===== config.mk =====
export PLATFORM = sky130hd
export DESIGN_NAME = hazard_pc_controller
export DESIGN_NICKNAME = d
export VERILOG_FILES = /design/src/rtl/hazard_pc_controller.sv
export SDC_FILE = /design/constraint.sdc
export NUM_CORES = 1
export LEC_CHECK = 0
export CORE_ASPECT_RATIO = 2
export CORE_UTILIZATION = 50
export CTS_BUF_LIST = sky130_fd_sc_hd__clkbuf_4 sky130_fd_sc_hd__clkbuf_8
export DETAILED_ROUTE_END_ITERATION = 8
export GPL_ROUTABILITY_DRIVEN = 1
export MAX_ROUTING_LAYER = met4
export PLACE_DENSITY = 0.9
export SLEW_MARGIN = 10
export SYNTH_ARGS = -nofsm -noshare
export SYNTH_HDL_FRONTEND = slang
export SYNTH_SLANG_ARGS = --single-unit

===== constraint.sdc =====
create_clock -name clk -period 3.6 [get_ports clk]
set_clock_uncertainty 0.2 [all_clocks]
set_input_delay 0.54 -clock clk [delete_from_list [all_inputs] [get_ports clk]]
set_output_delay 0.54 -clock clk [all_outputs]
set_load 0.1 [all_outputs]

===== src/rtl/hazard_pc_controller.sv =====
// Fetch-side hazard controller: load-use stalls, EX branch redirects and data-memory freezes.
// Drives the PC-mux redirect value plus IF/ID and ID/EX pipeline-register controls.
module hazard_pc_controller #(
  parameter int LOAD_STALL_CYCLES = 1,
  parameter int MEM_TIMEOUT       = 1024
) (
  input  logic        clk,
  input  logic        rst,
  input  logic [31:0] pc_if,
  input  logic [4:0]  ifid_rs,
  input  logic [4:0]  ifid_rt,
  input  logic        ifid_uses_rt,
  input  logic        idex_memread,
  input  logic [4:0]  idex_rt,
  input  logic        branch_taken_ex,
  input  logic [31:0] branch_target_ex,
  input  logic        mem_busy,
  output logic [31:0] HAZARDPC,
  output logic        HazardMuxSelect,
  output logic        IfIdWrite,
  output logic        IfIdFlush,
  output logic        IdExBubble,
  output logic        PipeFreeze,
  output logic        mem_timeout
);

  typedef enum logic [1:0] {RUN, LU_STALL, MEM_WAIT} state_t;

  localparam logic [3:0]  LSC_M1    = 4'(LOAD_STALL_CYCLES - 1);
  localparam logic [15:0] TIMEOUT_W = 16'(MEM_TIMEOUT);
  localparam logic        MULTI_LSC = (LOAD_STALL_CYCLES > 1);

  state_t      state_reg, state_next;
  logic [31:0] hold_pc_reg, hold_pc_next;
  logic [3:0]  cnt_reg, cnt_next;
  logic [15:0] wait_cnt_reg, wait_cnt_next;
  logic        from_lu_reg, from_lu_next;
  logic        timeout_reg, timeout_next;

  logic        lu;
  logic        timeout_hit;
  logic [31:0] pc_sel;
  logic        sel_c, write_c, flush_c, bubble_c, freeze_c;

  assign lu = idex_memread && (idex_rt != 5'd0) &&
              ((idex_rt == ifid_rs) || (ifid_uses_rt && (idex_rt == ifid_rt)));

  assign timeout_hit = (state_reg == MEM_WAIT) && (wait_cnt_reg == TIMEOUT_W);

  always_comb begin
    state_next    = state_reg;
    hold_pc_next  = hold_pc_reg;
    cnt_next      = cnt_reg;
    wait_cnt_next = wait_cnt_reg;
    from_lu_next  = from_lu_reg;
    timeout_next  = timeout_reg | timeout_hit;
    pc_sel        = pc_if;
    sel_c         = 1'b0;
    write_c       = 1'b1;
    flush_c       = 1'b0;
    bubble_c      = 1'b0;
    freeze_c      = 1'b0;

    case (state_reg)
      RUN: begin
        if (mem_busy) begin
          freeze_c      = 1'b1;
          sel_c         = 1'b1;
          write_c       = 1'b0;
          hold_pc_next  = pc_if;
          wait_cnt_next = 16'd1;
          from_lu_next  = 1'b0;
          state_next    = MEM_WAIT;
        end else if (branch_taken_ex) begin
          sel_c    = 1'b1;
          pc_sel   = branch_target_ex;
          flush_c  = 1'b1;
          bubble_c = 1'b1;
        end else if (lu) begin
          sel_c        = 1'b1;
          write_c      = 1'b0;
          bubble_c     = 1'b1;
          hold_pc_next = pc_if;
          cnt_next     = LSC_M1;
          state_next   = MULTI_LSC ? LU_STALL : RUN;
        end
      end

      LU_STALL: begin
        if (mem_busy) begin
          // cnt is kept so the stall resumes with the right number of bubbles
          freeze_c      = 1'b1;
          sel_c         = 1'b1;
          write_c       = 1'b0;
          pc_sel        = hold_pc_reg;
          wait_cnt_next = 16'd1;
          from_lu_next  = 1'b1;
          state_next    = MEM_WAIT;
        end else if (branch_taken_ex) begin
          sel_c      = 1'b1;
          pc_sel     = branch_target_ex;
          flush_c    = 1'b1;
          bubble_c   = 1'b1;
          state_next = RUN;
        end else begin
          sel_c    = 1'b1;
          pc_sel   = hold_pc_reg;
          write_c  = 1'b0;
          bubble_c = 1'b1;
          if (cnt_reg == 4'd1) state_next = RUN;
          else                 cnt_next   = cnt_reg - 4'd1;
        end
      end

      MEM_WAIT: begin
        if (mem_busy) begin
          freeze_c      = 1'b1;
          sel_c         = 1'b1;
          write_c       = 1'b0;
          pc_sel        = hold_pc_reg;
          wait_cnt_next = (wait_cnt_reg == 16'hFFFF) ? wait_cnt_reg : wait_cnt_reg + 16'd1;
        end else if (branch_taken_ex) begin
          sel_c      = 1'b1;
          pc_sel     = branch_target_ex;
          flush_c    = 1'b1;
          bubble_c   = 1'b1;
          state_next = RUN;
        end else if (from_lu_reg) begin
          // This cycle is one bubble of the interrupted load-use stall
          sel_c    = 1'b1;
          pc_sel   = hold_pc_reg;
          write_c  = 1'b0;
          bubble_c = 1'b1;
          if (cnt_reg > 4'd1) begin
            cnt_next   = cnt_reg - 4'd1;
            state_next = LU_STALL;
          end else begin
            state_next = RUN;
          end
        end else if (lu) begin
          sel_c      = 1'b1;
          pc_sel     = hold_pc_reg;
          write_c    = 1'b0;
          bubble_c   = 1'b1;
          cnt_next   = LSC_M1;
          state_next = MULTI_LSC ? LU_STALL : RUN;
        end else begin
          state_next = RUN;
        end
      end

      default: state_next = RUN;
    endcase
  end

  always_ff @(posedge clk) begin
    if (rst) begin
      state_reg    <= RUN;
      hold_pc_reg  <= 32'd0;
      cnt_reg      <= 4'd0;
      wait_cnt_reg <= 16'd0;
      from_lu_reg  <= 1'b0;
      timeout_reg  <= 1'b0;
    end else begin
      state_reg    <= state_next;
      hold_pc_reg  <= hold_pc_next;
      cnt_reg      <= cnt_next;
      wait_cnt_reg <= wait_cnt_next;
      from_lu_reg  <= from_lu_next;
      timeout_reg  <= timeout_next;
    end
  end

  assign HAZARDPC        = rst ? 32'd0 : pc_sel;
  assign HazardMuxSelect = !rst && sel_c;
  assign IfIdWrite       = rst || write_c;
  assign IfIdFlush       = !rst && flush_c;
  assign IdExBubble      = !rst && bubble_c;
  assign PipeFreeze      = !rst && freeze_c;
  assign mem_timeout     = !rst && (timeout_reg || timeout_hit);

endmodule


Word level (Yosys, flattened, before mapping)
Index checks and enable logic that the tools add are counted.
Widths: inputs -> output; s select.
{"block": "classes", "reduce_logical": 26, "mux": 65, "order_cmp": 1, "eq_ne": 24, "bitwise_logic": 1, "n_addsub": 2}
{"op": "$mux 32", "n": 12}
{"op": "$pmux 32 s3", "n": 1}
{"op": "$mux 16", "n": 3}
{"op": "$mux 4", "n": 10}
{"op": "$pmux 16 s2", "n": 1}
{"op": "$mux 1", "n": 23}
{"op": "$ne 2x2->1 const B", "n": 11}
{"op": "$mux 2", "n": 9}
{"op": "$add 16x1->16 const B", "n": 1}
{"op": "$eq 16x11->1 const B", "n": 1}
{"op": "$eq 16x16->1 const B", "n": 1}
{"op": "$pmux 4 s3", "n": 1}
{"op": "$eq 5x5->1", "n": 2}
{"op": "$logic_and 1x1->1", "n": 9}
{"op": "$pmux 1 s3", "n": 3}
{"op": "$reduce_and 9->1", "n": 1}
{"op": "$reduce_and 4->1", "n": 2}
{"op": "$ne 3x3->1 const B", "n": 2}
{"op": "$pmux 2 s3", "n": 1}
{"op": "$reduce_and 3->1", "n": 2}
{"op": "$reduce_bool 2->1", "n": 3}
{"op": "$reduce_bool 5->1", "n": 1}
{"op": "$eq 4x1->1 const B", "n": 1}
{"op": "$gt 4x1->1 const B", "n": 1}
{"op": "other kinds (14)", "n": 17}
{"block": "word_totals", "register_bits": 56, "word_cells": 125}

Longest topological paths before layout
Gate-level depths: netlist of the first run.
{"block": "logic_depth", "word_depth": 10, "depth_mapped": 9, "depth_no_buf": 8}

Least setup slack after synthesis of the first run
Ideal clock, no wire load.
{"block": "synth_path", "kind": "input port to output port", "from": "input port idex_rt[1]", "to": "output port HAZARDPC[25]", "cell_stages": 7, "arrival_time_ns": 3.322, "path_buffers": 2, "path_slack_ns": -0.462, "cell_sequence": "or4_1 -> o21a_1 -> buf_6 -> clkbuf_8 -> a221oi_1 -> o31ai_1 -> a21oi_1"}
{"block": "synth_between", "elab_chain_cells": 10, "word_cells_on_any_way": 13, "cone_classes": "eq/ne (2); mux (6); reduce/logical (5)"}
{"item": "start, declared", "line_no": "14", "source": "input logic [4:0] idex_rt,"}
{"item": "$eq 5x5->1", "line_no": "46", "source": "((idex_rt == ifid_rs) || (ifid_uses_rt && (idex_rt == ifid_rt)));"}
{"item": "$logic_and 1x1->1", "line_no": "46"}
{"item": "$logic_or 1x1->1", "line_no": "46"}
{"item": "$logic_and 1x1->1 *", "line_no": "45", "source": "assign lu = idex_memread && (idex_rt != 5'd0) &&"}
{"item": "$mux 32 *", "line_no": "140", "source": "end else if (lu) begin"}
{"item": "$mux 32 *", "line_no": "128", "source": "end else if (from_lu_reg) begin"}
{"item": "$mux 32 *", "line_no": "122", "source": "end else if (branch_taken_ex) begin"}
{"item": "$mux 32 *", "line_no": "116", "source": "if (mem_busy) begin"}
{"item": "$pmux 32 s3 *", "line_no": "64", "source": "case (state_reg)"}
{"item": "$mux 32 *", "line_no": "174", "source": "assign HAZARDPC = rst ? 32'd0 : pc_sel;"}
{"item": "end, declared", "line_no": "18", "source": "output logic [31:0] HAZARDPC,"}
Every way passes the cells marked *; elsewhere a longest branch is shown, timed or not.

Worst setup path in the final report of the first run
{"block": "layout_path", "from": "input port idex_rt[1]", "to": "output port HAZARDPC[19]"}
Same word-level chain as after synthesis.

==> flow_summary.json, run 1 <==
{
  "outcome": "finished, final reports clean",
  "syn_area_per_cell_um2": 6.107,
  "dpl_cell_area_um2": 7754,
  "postRouteAntennaNets": 0,
  "final_util_pct": 72.56,
  "start_util_pct": 51.52,
  "max-vdd-ir-drop_uv": 271.6,
  "clockRootBuffer": "clkbuf_8",
  "final_common_cell": "nand2_1",
  "place_hpwl_mm": 14.24,
  "coreArea_um2": 11290,
  "reg2reg_slack_ns": 0.66,
  "area_delta_synth_final_pct": 40.84,
  "worstPathRequired_ns": 2.86,
  "drv_cap": 0,
  "clk_latency_ns": 0.33,
  "cts_max_path_buffers": 2,
  "yosysWarnings": 0,
  "fillerInstances": 829,
  "grt_overflow": 0,
  "syn_nets": 1046,
  "htreeDepth": 2,
  "fin_tns_setup_ns": 0,
  "worstHoldPathType": "reg2reg",
  "final_layout_size_suffix_gt1_share_pct": 17.27,
  "synth_cell_types": 52,
  "power.density_nw_per_um2": 281.4,
  "synthTopCellsByArea": "dfxtp_1, nand2_1, a21oi_1, a211oi_1, inv_1",
  "drtIter0Drc": 1223,
  "slew_viol_final": 0,
  "grt_usage_pct": 36.16,
  "cp-start-kind": "input port",
  "cts_tree": "built",
  "hold_viol": 0,
  "cts_sinks": 56,
  "yosysTopAreaCell": "dfxtp_1",
  "post-place-ws_ns": -0.04564,
  "grt_max_degree": 100,
  "async_reset_ff_share_pct": 0,
  "drc": 0,
  "layout_common_cells": "nand2_1, a21oi_1, clkdlybuf4s50_1",
  "netSwitchingFraction_pct": 44.84,
  "netSwitchingPower_mw": 1.033,
  "fmax_ghz": 0.2825,
  "synth.top_cell.area_share_pct": 19.28,
  "total_power_mw": 2.304,
  "numCtsBuffers": 5,
  "register_area_um2": 1121,
  "relSlewSlack_pct": 21.93,
  "grt_pass1_vias": 7570,
  "cts.clk_slew.worst_paths_ns": 0.10,
  "synth_seq_cells": 56,
  "cts-hold-fix-buffers": 0,
  "tightestPinTransition_ns": 1.171,
  "io_pins": 123,
  "p_clk_share_pct": 17.0,
  "portBuffers": 122,
  "p_comb_share_pct": 53.7,
  "seq_area_frac_synth_pct": 19.28,
  "post-route-period-util_pct": 98.33,
  "gp_congestion": 0.9563,
  "dieWidth_um": 78.25,
  "synth_area_um2": 5814,
  "worst-path-max-fanout": 30,
  "drt_pre_antenna_iters": 8,
  "setup_violations": 0,
  "die-area_um2": 12090,
  "criticalPathCategory": "in2out",
  "end_kind": "output port",
  "multiInputGateArea_um2": 4488,
  "via_count": 7784,
  "fin_ws_ns": 0.06023,
  "p_leak_nw": 3.246,
  "cp.arrival_ns": 2.80,
  "ys.flop_type": "dfxtp_1",
  "die_h_um": 154.5,
  "nets": 1135,
  "fin_crit_ns": 3.540,
  "via_per_inst": 6.569,
  "antenna_found_initial": 1,
  "synth-edff-count": 0,
  "syn-instance-count": 952,
  "seq_power_share_pct": 29.4,
  "wl_mm": 21.77,
  "internal-power_mw": 1.271,
  "fp-row-count": 55,
  "grt_pass1_wl_mm": 34.47,
  "largest_reg_flops": 32,
  "wl_per_cell_um": 18.37,
  "stdcell_area_um2": 8189
}
cells by family (layout without fill, tap and decap cells):
logic type	after synthesis	in the layout	share of synthesized area [%]
multiplexers	1	1	0.1722
AO/OA/AOI/OAI	354	354	38.93
buffers and inverters	160	250	11.77
adder cells (fa/ha/maj)	9	9	1.937
other	0	1	0
AND/OR/NAND/NOR	348	348	24.30
XOR/XNOR	24	24	3.615
flip-flops	56	56	19.28
power by group through the flow:
stage | registers (mW) | logic, mW | clock network, mW
after floorplan | 0.681 | 0.735 | 0
after global placement | 0.688 | 1.14 | 0
after detailed placement | 0.689 | 1.16 | 0
after CTS | 0.675 | 1.17 | 0.392
after global routing | 0.680 | 1.30 | 0.420
final | 0.677 | 1.24 | 0.391
per-layer routing:
layer	track usage, %	routed length, um
met1	37.24	7323
met2	62.41	11080
met3	5.015	1853
met4	24.69	1509
met5	-	0
synth_stat cells, drive strengths merged (2+ instances only):
library cell / number
xor2: 11
buf: 23
xnor2: 13
a32oi: 2
o31ai: 33
nand3: 6
nor2: 35
nand2: 272
inv: 76
a221oi: 32
a41oi: 2
a31oi: 2
nand2b: 4
ha: 9
a21oi: 164
a211oi: 66
nand4: 10
o21ai: 37
or4: 3
or2: 2
clkbuf: 60
dfxtp: 56
nor3: 6
nor4: 7
a311oi: 3
critical path, cell delays in order:
cell,delay (ns)
clkdlybuf4s50_1,0.43
or4_4,0.43
o21a_4,0.27
a211o_2,0.33
buf_12,0.17
o21ai_0,0.30
a21oi_2,0.12
buf_12,0.18
cell type report:
class / instances / share of cell area [%]
Sequential cell: 56 / 13.69
Antenna cell: 1 / 0.03056
Inverter: 77 / 3.529
Tap cell: 142 / 2.170
Clock buffer: 6 / 1.008
Clock inverter: 2 / 0.1681
Timing Repair Buffer: 165 / 24.60
Multi-Input combinational cell: 736 / 54.81
what timing repair did:
| item | in CTS | in global routing |
|---|---|---|
| cloned | 0 | 1 |
| pin swaps | 0 | 10 |
| buffers inserted | 0 | 0 |
| setup endpoints to repair | 4 | 32 |
| gates resized for setup | 6 | 49 |
path summary, 6_finish.rpt:
kind,startpoint,end,cells after the start
min,timeout_reg$_SDFF_PP0_,timeout_reg$_SDFF_PP0_,2
min reg2reg,timeout_reg$_SDFF_PP0_,timeout_reg$_SDFF_PP0_,2
max,idex_rt[1],HAZARDPC[19],8
max reg2reg,state_reg[0]$_SDFFE_PP0P_,hold_pc_reg[7]$_SDFFE_PP0P_,10
stage by stage:
stage,hold WS [ns],std cells
2_1_floorplan,0.2274,952
3_3_place_gp,0.2375,1175
3_5_place_dp,0.2533,1175
4_1_cts,0.2767,1183
5_1_grt,0.3100,1185
6_report,0.2838,1185
No activity file was read; power rests on OpenSTA's default activity.
==> run 2, diff against run 1 <==
Settings changed: CORE_MARGIN from default to 2.
==> run 2 against run 1 <==
Clock power fell by 15%. Count of clock-buffer cells in the layout shrank 1. Highest routed layer unchanged. Sequential cell count unchanged. Critical path depth unchanged. Combinational power is 6% lower. Power fell by 5.9%. Largest power group unchanged.
==> flow_summary.json, run 2 (synthesis results as in run 1) <==
{
  "grt_overflow": 0,
  "clockRootBuffer": "clkbuf_8",
  "setup_violations": 0,
  "dieWidth_um": 80.25,
  "numCtsBuffers": 5,
  "r2r-end": "wait_cnt_reg[8]$_SDFFE_PP0P_",
  "drt_pre_antenna_iters": 5,
  "die_h_um": 156.5,
  "antenna_found_initial": 1,
  "drv_cap": 0,
  "tightestPinTransition_ns": 1.080,
  "nets": 1125,
  "fillerInstances": 952,
  "cp_num_cells": 8,
  "grt_usage_pct": 32.42,
  "wl_mm": 20.20,
  "via_per_inst": 6.427,
  "gp_congestion": 0.9315,
  "relSlewSlack_pct": 27.99,
  "met2_usage_pct": 55.67,
  "worstPathRequired_ns": 2.86,
  "cp.arrival_ns": 2.83,
  "largest_reg_flops": 32,
  "htreeDepth": 2,
  "coreArea_um2": 11350,
  "layout_common_cells": "nand2_1, a21oi_1, clkdlybuf4s50_1",
  "crit_chain": "clkdlybuf4s50_1 > or4_1 > o21a_1 > buf_4 > a221oi_1 > o31ai_1 > a21oi_2 > buf_12",
  "io_pins": 123,
  "cpMaxStageDelayCell": "or4_1",
  "final_layout_size_suffix_gt1_share_pct": 13.41,
  "reg2reg_slack_ns": 0.56,
  "multiInputGateArea_um2": 4218,
  "use_met1_pct": 34.66,
  "crit_end": "HAZARDPC[20]",
  "via_count": 7532,
  "worst-path-max-fanout": 19,
  "cts_sinks": 56,
  "register_area_um2": 1121,
  "fmax_ghz": 0.2801,
  "final_util_pct": 68.21,
  "r2r_start": "state_reg[0]$_SDFFE_PP0P_",
  "grt_pass1_wl_mm": 32.42,
  "start_util_pct": 51.21,
  "fin_crit_ns": 3.570,
  "cp_slowest_stage_delay_ns": 0.53,
  "finalNonFillerCells": 1172,
  "startpoint": "idex_rt[1]",
  "cp-start-kind": "input port",
  "grt_pass1_vias": 7087,
  "rr_worst_depth": 9,
  "portBuffers": 122,
  "outcome": "finished, final reports clean",
  "power.density_nw_per_um2": 280.1,
  "cts_max_path_buffers": 2,
  "place_hpwl_mm": 13.70,
  "cts-hold-fix-buffers": 0,
  "placed_cells_incl_taps": 1166,
  "fp-row-count": 55,
  "final_common_cell": "nand2_1",
  "worst_path_dominant_cell_family": "compound AO/OA/AOI/OAI gates",
  "wl_per_cell_um": 17.23,
  "p_leak_nw": 3.070,
  "max-vdd-ir-drop_uv": 366.9,
  "clk_latency_ns": 0.33,
  "worstHoldPathType": "reg2reg",
  "busiest_layer": "met2",
  "cts.clk_slew.worst_paths_ns": 0.10,
  "cts_tree": "built",
  "postRouteAntennaNets": 0,
  "use_met3_pct": 3.979,
  "rsz0062_at_grt": "true",
  "area_delta_synth_final_pct": 33.20,
  "slew_viol_final": 0,
  "hold_viol": 0,
  "drtIter0Drc": 769,
  "end_kind": "output port",
  "die-area_um2": 12560,
  "post-route-period-util_pct": 99.18,
  "criticalPathCategory": "in2out",
  "drc": 0,
  "grt_max_degree": 100,
  "cp_num_buf_inv": 3
}
[run 2: cell count changes in the layout (fill, tap and decap cells not counted), sizes merged]
cell	before	now
buf	82	73
clkdlybuf4s50	79	82
clkbuf	7	5
clkinv	2	1
inv	77	76
dlymetal6s2s	3	0
[run 2: cell type report]
cell class	count	area share, %
clock buffer	5	0.8885
timing repair buffer	155	24.12
inverter	77	3.732
multi-input combinational	736	54.46
antenna	1	0.03231
sequential	56	14.48
tap	142	2.294
[run 2: timing repair]
action / 4_1_cts / 5_1_grt
resized for setup: 0 / 14
setup endpoints to repair: 0 / 26
buffers inserted: 0 / 0
[run 2: how the worst min path moves through the flow]
stage | startpoint | end | slack [ns] | depth (start not counted)
final | hold_pc_reg[12]$_SDFFE_PP0P_ | hold_pc_reg[12]$_SDFFE_PP0P_ | 0.29 | 2
after global routing | hold_pc_reg[15]$_SDFFE_PP0P_ | hold_pc_reg[15]$_SDFFE_PP0P_ | 0.31 | 2
after CTS | hold_pc_reg[12]$_SDFFE_PP0P_ | hold_pc_reg[12]$_SDFFE_PP0P_ | 0.29 | 2
after detailed placement | hold_pc_reg[12]$_SDFFE_PP0P_ | hold_pc_reg[12]$_SDFFE_PP0P_ | 0.28 | 2
after global placement | timeout_reg$_SDFF_PP0_ | timeout_reg$_SDFF_PP0_ | 0.24 | 2
after floorplan | timeout_reg$_SDFF_PP0_ | timeout_reg$_SDFF_PP0_ | 0.23 | 2
[run 2: where the power goes]
group | internal [mW] | switching (mW)
Clock | 0.127 | 0.207
Sequential | 0.646 | 0.0291
Combinational | 0.432 | 0.729
Total | 1.20 | 0.964
[run 2: layer usage]
layer	vias up	wire [um]
met4	0	1275
met5	-	0
met2	470	10330
met1	3451	7100
li1	3486	-
met3	125	1489
[run 2: per-stage QoR]
step           area (um2)  total power [mW]  hold WS, ns  setup TNS (ns)  worst slack, ns
3_5_place_dp         7639             1.826       0.2785               0          0.04302
2_1_floorplan        5953             1.415       0.2274               0           0.1572
5_1_grt              7745             2.263       0.3101         -0.6971         -0.05701
3_3_place_gp         7639             1.806       0.2361               0          0.06396
6_report             7745             2.169       0.2940               0          0.02966
4_1_cts              7707             2.150       0.2922               0          0.01362
[run 2: worst min-delay path: cells and delay by family (launching register included)]
family           cells  cell delay (ns)
AO/OA/AOI/OAI        1             0.05
flip-flops           1             0.34
AND/OR/NAND/NOR      1             0.06
